`config.mk`:
```
export PLATFORM = sky130hd
export DESIGN_NAME = pipe_skid_reg
export DESIGN_NICKNAME = d
export VERILOG_FILES = /design/src/rtl/pipe_pkg.sv /design/src/rtl/pipe_data_reg.sv /design/src/rtl/pipe_skid_reg.sv
export SDC_FILE = /design/constraint.sdc
export NUM_CORES = 1
export LEC_CHECK = 0
export BUFFER_PORTS_ARGS = -buffer_cell sky130_fd_sc_hd__clkbuf_2
export CELL_PAD_IN_SITES_DETAIL_PLACEMENT = 0
export CELL_PAD_IN_SITES_GLOBAL_PLACEMENT = 1
export CORE_MARGIN = 2
export CORE_UTILIZATION = 40
export DETAILED_ROUTE_END_ITERATION = 7
export GPL_TIMING_DRIVEN = 1
export PLACE_DENSITY_LB_ADDON = 0.1
export SLEW_MARGIN = 5
export SYNTH_ARGS = -nofsm -noshare
export SYNTH_HDL_FRONTEND = slang
export SYNTH_SLANG_ARGS = --single-unit
```
`constraint.sdc`:
```
create_clock -name clk -period 2.48 [get_ports clk]
set_input_delay 0.248 -clock clk [delete_from_list [all_inputs] [get_ports clk]]
set_output_delay 0.248 -clock clk [all_outputs]
set_load 0.01 [all_outputs]
```
`src/rtl/pipe_pkg.sv`:
```
// Shared types and constants for the skid-buffered pipeline register stage.
package pipe_pkg;

    // Stage occupancy states: no entry, main only, main plus skid.
    typedef enum logic [1:0] {
        EMPTY = 2'd0,
        ONE   = 2'd1,
        FULL  = 2'd2
    } skid_state_t;

    localparam int OCC_W = 2;

    // Number of stored entries implied by a state.
    function automatic logic [OCC_W-1:0] occ_of_state(input skid_state_t s);
        logic [OCC_W-1:0] occ;
        occ = '0;
        case (s)
            EMPTY:   occ = 2'd0;
            ONE:     occ = 2'd1;
            FULL:    occ = 2'd2;
            default: occ = 2'd0;
        endcase
        return occ;
    endfunction

endpackage

```
`src/rtl/pipe_data_reg.sv`:
```
// Payload register with async reset and a synchronous clear that overrides load.
// The register only changes on load or clear, so idle cycles do not toggle it.
module pipe_data_reg #(
    parameter int               WIDTH     = 32,
    parameter logic [WIDTH-1:0] RESET_VAL = '0
) (
    input  logic             clk,
    input  logic             reset,
    input  logic             load,
    input  logic             clear,
    input  logic [WIDTH-1:0] d,
    output logic [WIDTH-1:0] q
);

    // Payload storage: reset and clear both return to RESET_VAL; clear wins over load.
    always_ff @(posedge clk or negedge reset) begin
        if (!reset) begin
            q <= RESET_VAL;
        end else if (clear) begin
            q <= RESET_VAL;
        end else if (load) begin
            q <= d;
        end
    end

endmodule

```
`src/rtl/pipe_skid_reg.sv`:
```
// Pipeline register stage with a two-entry skid buffer and synchronous flush.
//
// Handshake: a transfer happens on a rising edge where valid and ready are
// both high on the same side (push = in_valid & in_ready, pop = out_valid &
// out_ready). valid must not depend on ready; in_ready comes straight from a
// flop, so there is no combinational path from out_ready back to in_ready.
// The skid entry absorbs the one word that arrives while in_ready is still
// high in the cycle downstream first stalls.
module pipe_skid_reg
    import pipe_pkg::*;
#(
    parameter int               WIDTH          = 32,
    parameter logic [WIDTH-1:0] RESET_VAL      = '0,
    parameter bit               CLEAR_ON_FLUSH = 1'b1
) (
    input  logic             clk,
    input  logic             reset,
    input  logic             flush,
    input  logic             in_valid,
    output logic             in_ready,
    input  logic [WIDTH-1:0] in_data,
    output logic             out_valid,
    input  logic             out_ready,
    output logic [WIDTH-1:0] out_data,
    output logic [OCC_W-1:0] occupancy,
    output skid_state_t      dbg_state
);

    skid_state_t      state_q;
    skid_state_t      state_d;
    logic             in_ready_q;
    logic             push;
    logic             pop;
    logic             main_load;
    logic             main_from_skid;
    logic             skid_load;
    logic             data_clear;
    logic [WIDTH-1:0] main_d;
    logic [WIDTH-1:0] main_q;
    logic [WIDTH-1:0] skid_q;

    assign push       = in_valid & in_ready_q;
    assign pop        = out_valid & out_ready;
    assign data_clear = flush & CLEAR_ON_FLUSH;

    // State register plus the registered ready, which is high unless the next state is FULL.
    always_ff @(posedge clk or negedge reset) begin
        if (!reset) begin
            state_q    <= EMPTY;
            in_ready_q <= 1'b1;
        end else begin
            state_q    <= state_d;
            in_ready_q <= (state_d != FULL);
        end
    end

    // Next-state and load steering; flush overrides push and pop and loads nothing.
    always_comb begin
        state_d        = state_q;
        main_load      = 1'b0;
        main_from_skid = 1'b0;
        skid_load      = 1'b0;
        if (flush) begin
            state_d = EMPTY;
        end else begin
            case (state_q)
                EMPTY: begin
                    if (push) begin
                        state_d   = ONE;
                        main_load = 1'b1;
                    end
                end
                ONE: begin
                    if (push && !pop) begin
                        state_d   = FULL;
                        skid_load = 1'b1;
                    end else if (push && pop) begin
                        state_d   = ONE;
                        main_load = 1'b1;
                    end else if (!push && pop) begin
                        state_d = EMPTY;
                    end
                end
                FULL: begin
                    // in_ready is low here, so only a pop can move the state.
                    if (pop) begin
                        state_d        = ONE;
                        main_load      = 1'b1;
                        main_from_skid = 1'b1;
                    end
                end
                default: begin
                    state_d = EMPTY;
                end
            endcase
        end
    end

    // Main entry takes the skid word when draining FULL, otherwise the upstream word.
    always_comb begin
        main_d = main_from_skid ? skid_q : in_data;
    end

    pipe_data_reg #(
        .WIDTH     (WIDTH),
        .RESET_VAL (RESET_VAL)
    ) u_main (
        .clk   (clk),
        .reset (reset),
        .load  (main_load),
        .clear (data_clear),
        .d     (main_d),
        .q     (main_q)
    );

    pipe_data_reg #(
        .WIDTH     (WIDTH),
        .RESET_VAL (RESET_VAL)
    ) u_skid (
        .clk   (clk),
        .reset (reset),
        .load  (skid_load),
        .clear (data_clear),
        .d     (in_data),
        .q     (skid_q)
    );

    assign in_ready  = in_ready_q;
    assign out_valid = (state_q != EMPTY);
    assign out_data  = main_q;
    assign occupancy = occ_of_state(state_q);
    assign dbg_state = state_q;

endmodule

```
==> flow_summary.toml, run 1 <==
[outcome]
status = "finished clean"

[clock_network]
post_cts_buffers = 0
cts_inserted_buffers = 9
root_buffer = "clkbuf_8"
hold_buffers = 1
path_clk_slew_ns = 0.08
cts_tree = "yes"
cts_sinks = 67
cts_max_level = 3
cts_buffer_depth = 2
cts_resized = 0
clkLatencyLatePin_ns = 0.33

[hold_path]
min_path_type = "input port to flip-flop"

[global_route]
met1_usage = 0.214
grt_first_pass_wirelength_um = 11200
met3_usage = 0.0572
grt_pass1_vias = 2262
grt_max_degree = 67
grt_util_all_layers = 0.168
use_met2 = 0.277
grt_antenna_before_repair = 0
grt_overflow = 0
grt-busiest-layer = "met2"

[flow_run]
drv_cap = 0

[setup_path]
crit_fanout = 38
critPathRequiredTime_ns = 2.72
reg2reg_slack_ns = 0.62
arrival_ns = 2.10
endpoint_kind = "flip-flop"
path_class = "flip-flop to flip-flop"
startpoint_type = "flip-flop"

[timing]
slew_headroom = 0.427
fin_crit_sh = 0.752
fmax_mhz = 536
tightest_slew_ns = 0.860
clock_skew_ns = 0.00936
setup_tns_ns = 0
period_needed_ns = 1.86
drv_slew = 0
hold_viol_final = 0
setup_viol = 0
rsz0062_at_grt = "no"

[place]
port_buffers = 74
gp_congestion = 0.637
dp_cells = 459
dp_hpwl_um = 4160
postPlaceCellArea_sq_um = 3570

[final_layout]
fin_area_sq_um = 3780
final_layout_size_suffix_gt1_frac = 0.345
antenna_cells = 0
final_util = 0.492
finish.net_count = 406
instances_no_fill = 476
area_growth_pct = 19.3

[route]
firstDrtPassIters = 4
drc = 0
via_count = 2355
post_drt_wl_per_cell_um = 14.1
avgViaCountPerCell = 4.95
first_iter_violations = 148
wl_um = 6700
final_antenna_net_count = 0

[power]
p_leak_nw = 1.96
ir_worst_vdd_uv = 258
power_per_cell_area_nw_per_um2 = 636
total_power_mw = 2.40

[die]
die_w_um = 93.0
initial_utilization = 0.412
coreArea_sq_um = 7690
dieArea_sq_um = 8640
ios = 75
fp.dieH_um = 93.0
row_count = 32

[synthesis]
syn_nets = 339
syn_area_sq_um = 3170
ys_seq_area_frac = 0.530
syn_area_per_cell_sq_um = 10.5
synthCells = 302
ys_ff_latch = 67
synth_cell_types = 25
synth_warnings = 0
==> cell families after synthesis <==
group                  Yosys count  share of synthesized area
multiplexers                    32                      0.101
buffers and inverters           28                     0.0514
AND/OR/NAND/NOR                107                      0.135
flip-flops                      67                      0.530
AO/OA/AOI/OAI                   67                      0.180
XOR/XNOR                         1                    0.00277
==> state kept, by name, summed over array words and instances (netlist names) <==
register   flops
u_main.q      32
u_skid.q      32
dbg_state      2
in_ready       1
==> power by group <==
group	total, mW	internal [mW]	switching (mW)
combinational	0.327	0.132	0.196
clock	0.888	0.487	0.401
sequential	1.19	1.15	0.0343
total	2.40	1.77	0.631
==> critical path, stage by stage (launching register included) <==
cell and delay (ns):
dfstp_2 0.54, nand2_1 0.09, o311a_2 0.62, buf_12 0.27, o31ai_1 0.23
==> routing by layer <==
| layer | wire, um | share of wire | vias up |
|---|---|---|---|
| met3 | 343 | 0.051 | 5 |
| met2 | 3190 | 0.48 | 53 |
| met1 | 3090 | 0.46 | 1137 |
| li1 | - | - | 1160 |
| met5 | 0 | 0 | - |
| met4 | 70 | 0.010 | 0 |
==> synthesized netlist by cell type <==
cell type  number  share of area
buf_2          10          0.016
inv_1           3         0.0036
or2_2           2         0.0040
nand3b_1        1         0.0024
nand2b_1        1         0.0020
a211oi_1        1         0.0024
buf_6           4          0.014
dfstp_2         1         0.0083
a211o_1         1         0.0028
nor2b_1         2         0.0040
nand2_1        96           0.11
nor2_1          2         0.0024
buf_1           1         0.0012
nor3_1          1         0.0016
dfrtp_1        66           0.52
buf_4           4         0.0095
xnor2_1         1         0.0028
a21oi_1        33          0.052
clkbuf_1        6         0.0071
or2b_1          1         0.0024
nand4b_1        1         0.0028
o31ai_2        29           0.11
o31ai_1         2         0.0047
mux2i_1        32           0.10
o311a_1         1         0.0032
==> cells in the final DEF (no fill, tap or decap), types with 2 or more instances in the layout <==
master    count
a21oi_1      33
buf_2         2
buf_4         5
clkbuf_2     72
clkbuf_8     10
clkinv_2      3
dfrtp_1      66
inv_1         3
mux2i_1      32
nand2_1      96
nor2b_1       2
o31ai_1       2
o31ai_2      29
or2_2         2
==> final cells by class <==
cell class	count	area [sq um]
Fill cell	792	3910
Sequential cell	67	1680
Multi-Input combinational cell	207	1330
Timing Repair Buffer	81	438
Clock buffer	11	141
Tap cell	102	128
Clock inverter	5	52.6
Inverter	3	11.3
==> through the flow <==
stage	hold WS, ns	setup WS [ns]
after detailed placement	0.297	0.614
after global routing	0.125	0.476
after CTS	0.123	0.599
final	0.139	0.616
after global placement	0.302	0.645
after floorplan	-0.0476	0.942
==> worst paths after layout <==
kind	cells past startpoint	startpoint	endpoint
max	4	in_ready$_DFF_PN1_	u_main.q[1]$_DFFE_PN0P_
min	3	in_data[8]	u_skid.q[8]$_DFFE_PN0P_
max reg2reg	4	in_ready$_DFF_PN1_	u_main.q[1]$_DFFE_PN0P_
min reg2reg	2	u_main.q[18]$_DFFE_PN0P_	u_main.q[18]$_DFFE_PN0P_
max in group asynchronous	3	reset	u_skid.q[3]$_DFFE_PN0P_
min in group asynchronous	2	reset	u_main.q[10]$_DFFE_PN0P_
No activity file was read; power rests on OpenSTA's default activity.
==> inputs of run 2 (changes only) <==
ABC_AREA = 1   (was unset)
CORE_UTILIZATION = 39   (was 40)
clock period = 1.8 ns   (was 2.48 ns; I/O delays follow)
==> flow_summary.toml, run 2 <==
[outcome]
status = "finished clean"

[power]
ir_worst_vdd_uv = 352
power_per_cell_area_nw_per_um2 = 835
p_leak_nw = 2.49

[timing]
fin_crit_sh = 0.897
hold_viol_final = 0
tightest_slew_ns = 0.476
slew_headroom = 0.683
setup_tns_ns = 0
period_needed_ns = 1.61
drv_slew = 0
setup_viol = 0
clock_skew_ns = 0.00617
rsz0062_at_grt = "no"
finalHoldWorstSlack_ns = 0.102
fmax_mhz = 619

[flow_run]
drv_cap = 0

[synthesis]
synth_warnings = 0
synth_top_area_frac = 0.464
synth_edf_count = 0
synth_most_common_cell = "nand2_1"
ys_ff_latch = 67
synth_top_area_cell = "dfrtp_1"
syn_area_sq_um = 3560
syn_nets = 518
synthCells = 481
synth_commonest_cells = "nand2_1 (196), dfrtp_1 (66), nand4_1 (64)"
syn_area_per_cell_sq_um = 7.41
async_reset_ff_frac = 1.00
ys.flop_type = "dfrtp_1"
synth_cell_types = 20
ys_seq_area_frac = 0.471
synthTopCellsByArea = "dfrtp_1 (46%), nand2_1 (21%), nand4_1 (11%)"

[place]
postPlaceCellArea_sq_um = 4010
dp_hpwl_um = 5950
port_buffers = 74
gp_congestion = 0.767

[clock_network]
path_clk_slew_ns = 0.07
clkLatencyLatePin_ns = 0.33
post_cts_buffers = 0
cts_inserted_buffers = 9
cts_max_level = 3
cts_sinks = 67
root_buffer = "clkbuf_8"
cts_tree = "yes"
cts_resized = 0
cts_buffer_depth = 2

[die]
fp.dieH_um = 99.6
dieArea_sq_um = 9910
die_w_um = 99.6
ios = 75
coreArea_sq_um = 8810
row_count = 34
initial_utilization = 0.405

[setup_path]
path_class = "flip-flop to primary output"
reg2reg_slack_ns = 0.35
cp_num_buf_inv = 3
crit_family = "flip-flops"
startpoint_type = "flip-flop"
critPathRequiredTime_ns = 1.62
ff2ff_path_depth = 7
critPathSlowestCell = "dfrtp_1"
reg2reg_to = "u_main.q[15]$_DFFE_PN0P_"
cpPeakStageDelay_ns = 0.53
crit_fanout = 33
rr_startpoint = "in_ready$_DFF_PN1_"
arrival_ns = 1.43
critPathLaunch = "dbg_state[1]$_DFF_PN0_"
crit_chain = "inv_2 -> nor2_4 -> buf_12 -> clkbuf_2"
endpoint_kind = "primary output"

[global_route]
grt_overflow = 0
grt_util_all_layers = 0.209
grt_antenna_before_repair = 0
grt_pass1_vias = 3252
grt_first_pass_wirelength_um = 16600
grt_max_degree = 68

[route]
via_count = 3350
wl_um = 9730
final_antenna_net_count = 0
post_drt_wl_per_cell_um = 14.8
first_iter_violations = 156
drc = 0
avgViaCountPerCell = 5.10
firstDrtPassIters = 4

[final_layout]
area_growth_pct = 18.3
fin_area_sq_um = 4220
antenna_cells = 0
final_layout_size_suffix_gt1_frac = 0.211
mostFrequentLayoutCells = "nand2_1 (196), clkbuf_2 (73), dfrtp_1 (66)"
finish.net_count = 581
fillers = 928
final_common_cell = "nand2_1"

[hold_path]
min_to = "u_skid.q[31]$_DFFE_PN0P_"
holdPathStages = 3
hp-start = "in_data[31]"
min_path_type = "input port to flip-flop"
==> run 2: cell types whose count changed after synthesis, sizes merged, moves of 2 or more <==
cell | before | now
a21oi | 33 | 0
buf | 19 | 29
clkbuf | 6 | 11
inv | 3 | 37
mux2i | 32 | 0
nand2 | 96 | 197
nand3 | 0 | 39
nand4 | 0 | 64
nor2 | 2 | 35
nor2b | 2 | 0
o31ai | 31 | 0
or2 | 2 | 0
==> run 2: worst register-to-register path: stages, from the launching register on <==
cell,delay (ns)
dfstp_2,0.53
nand2_1,0.09
nor2_2,0.14
nand2_2,0.09
nand3_2,0.21
buf_12,0.21
nand2_1,0.08
nand2_1,0.05
==> run 2: cells by family (layout without fill, tap and decap cells) <==
kind of cell	after synthesis	count (layout)	synth area share
and+or+nand+nor	336	336	0.423
buffers and inverters	77	145	0.105
DFF	67	67	0.471
AOI/OAI and AO/OA	1	1	0.00140
==> run 2: how the worst max path moves through the flow <==
stage,endpoint,slack (ns),depth (start not counted)
6_report,occupancy[1],0.19,4
2_1_floorplan,u_skid.q[1]$_DFFE_PN0P_,0.48,7
4_1_cts,occupancy[1],0.15,4
3_5_place_dp,u_main.q[22]$_DFFE_PN0P_,0.35,7
5_1_grt,occupancy[1],0.09,4
3_3_place_gp,u_skid.q[5]$_DFFE_PN0P_,0.39,7
==> run 2: final cells by class <==
class | instances | area [sq um] | area share
Sequential cell | 67 | 1680 | 0.398
Clock inverter | 5 | 52.6 | 0.0125
Timing Repair Buffer | 92 | 558 | 0.132
Tap cell | 108 | 135 | 0.0321
Clock buffer | 11 | 141 | 0.0335
Inverter | 37 | 139 | 0.0329
Multi-Input combinational cell | 337 | 1510 | 0.359
==> run 2: per-stage QoR <==
stage | setup WS, ns | utilization | std cells | total power, mW
after global placement | 0.388 | 0.456 | 640 | 2.30
after global routing | 0.0869 | 0.479 | 657 | 3.74
final | 0.185 | 0.479 | 657 | 3.52
after CTS | 0.152 | 0.479 | 657 | 3.57
after floorplan | 0.483 | - | 481 | 2.06
after detailed placement | 0.355 | 0.456 | 640 | 2.31
==> run 2: routing by layer <==
| layer | GRT usage | up-vias | wire length (um) |
|---|---|---|---|
| met5 | 0 | - | 0 |
| met4 | 0.0643 | 0 | 87 |
| met3 | 0.0281 | 6 | 429 |
| met2 | 0.321 | 88 | 4360 |
| met1 | 0.309 | 1579 | 4850 |
| li1 | - | 1677 | - |
==> run 2: repair_timing <==
item / 4_1_cts / 5_1_grt
hold buffers: 1 / 0
hold endpoints to repair: 66 / 0
setup endpoints to repair: 0 / 0
==> run 2: where the power goes <==
group,total (mW),switching [mW],internal (mW)
logic,0.571,0.364,0.208
clock network,1.25,0.576,0.671
registers,1.70,0.0723,1.63
total,3.52,1.01,2.51
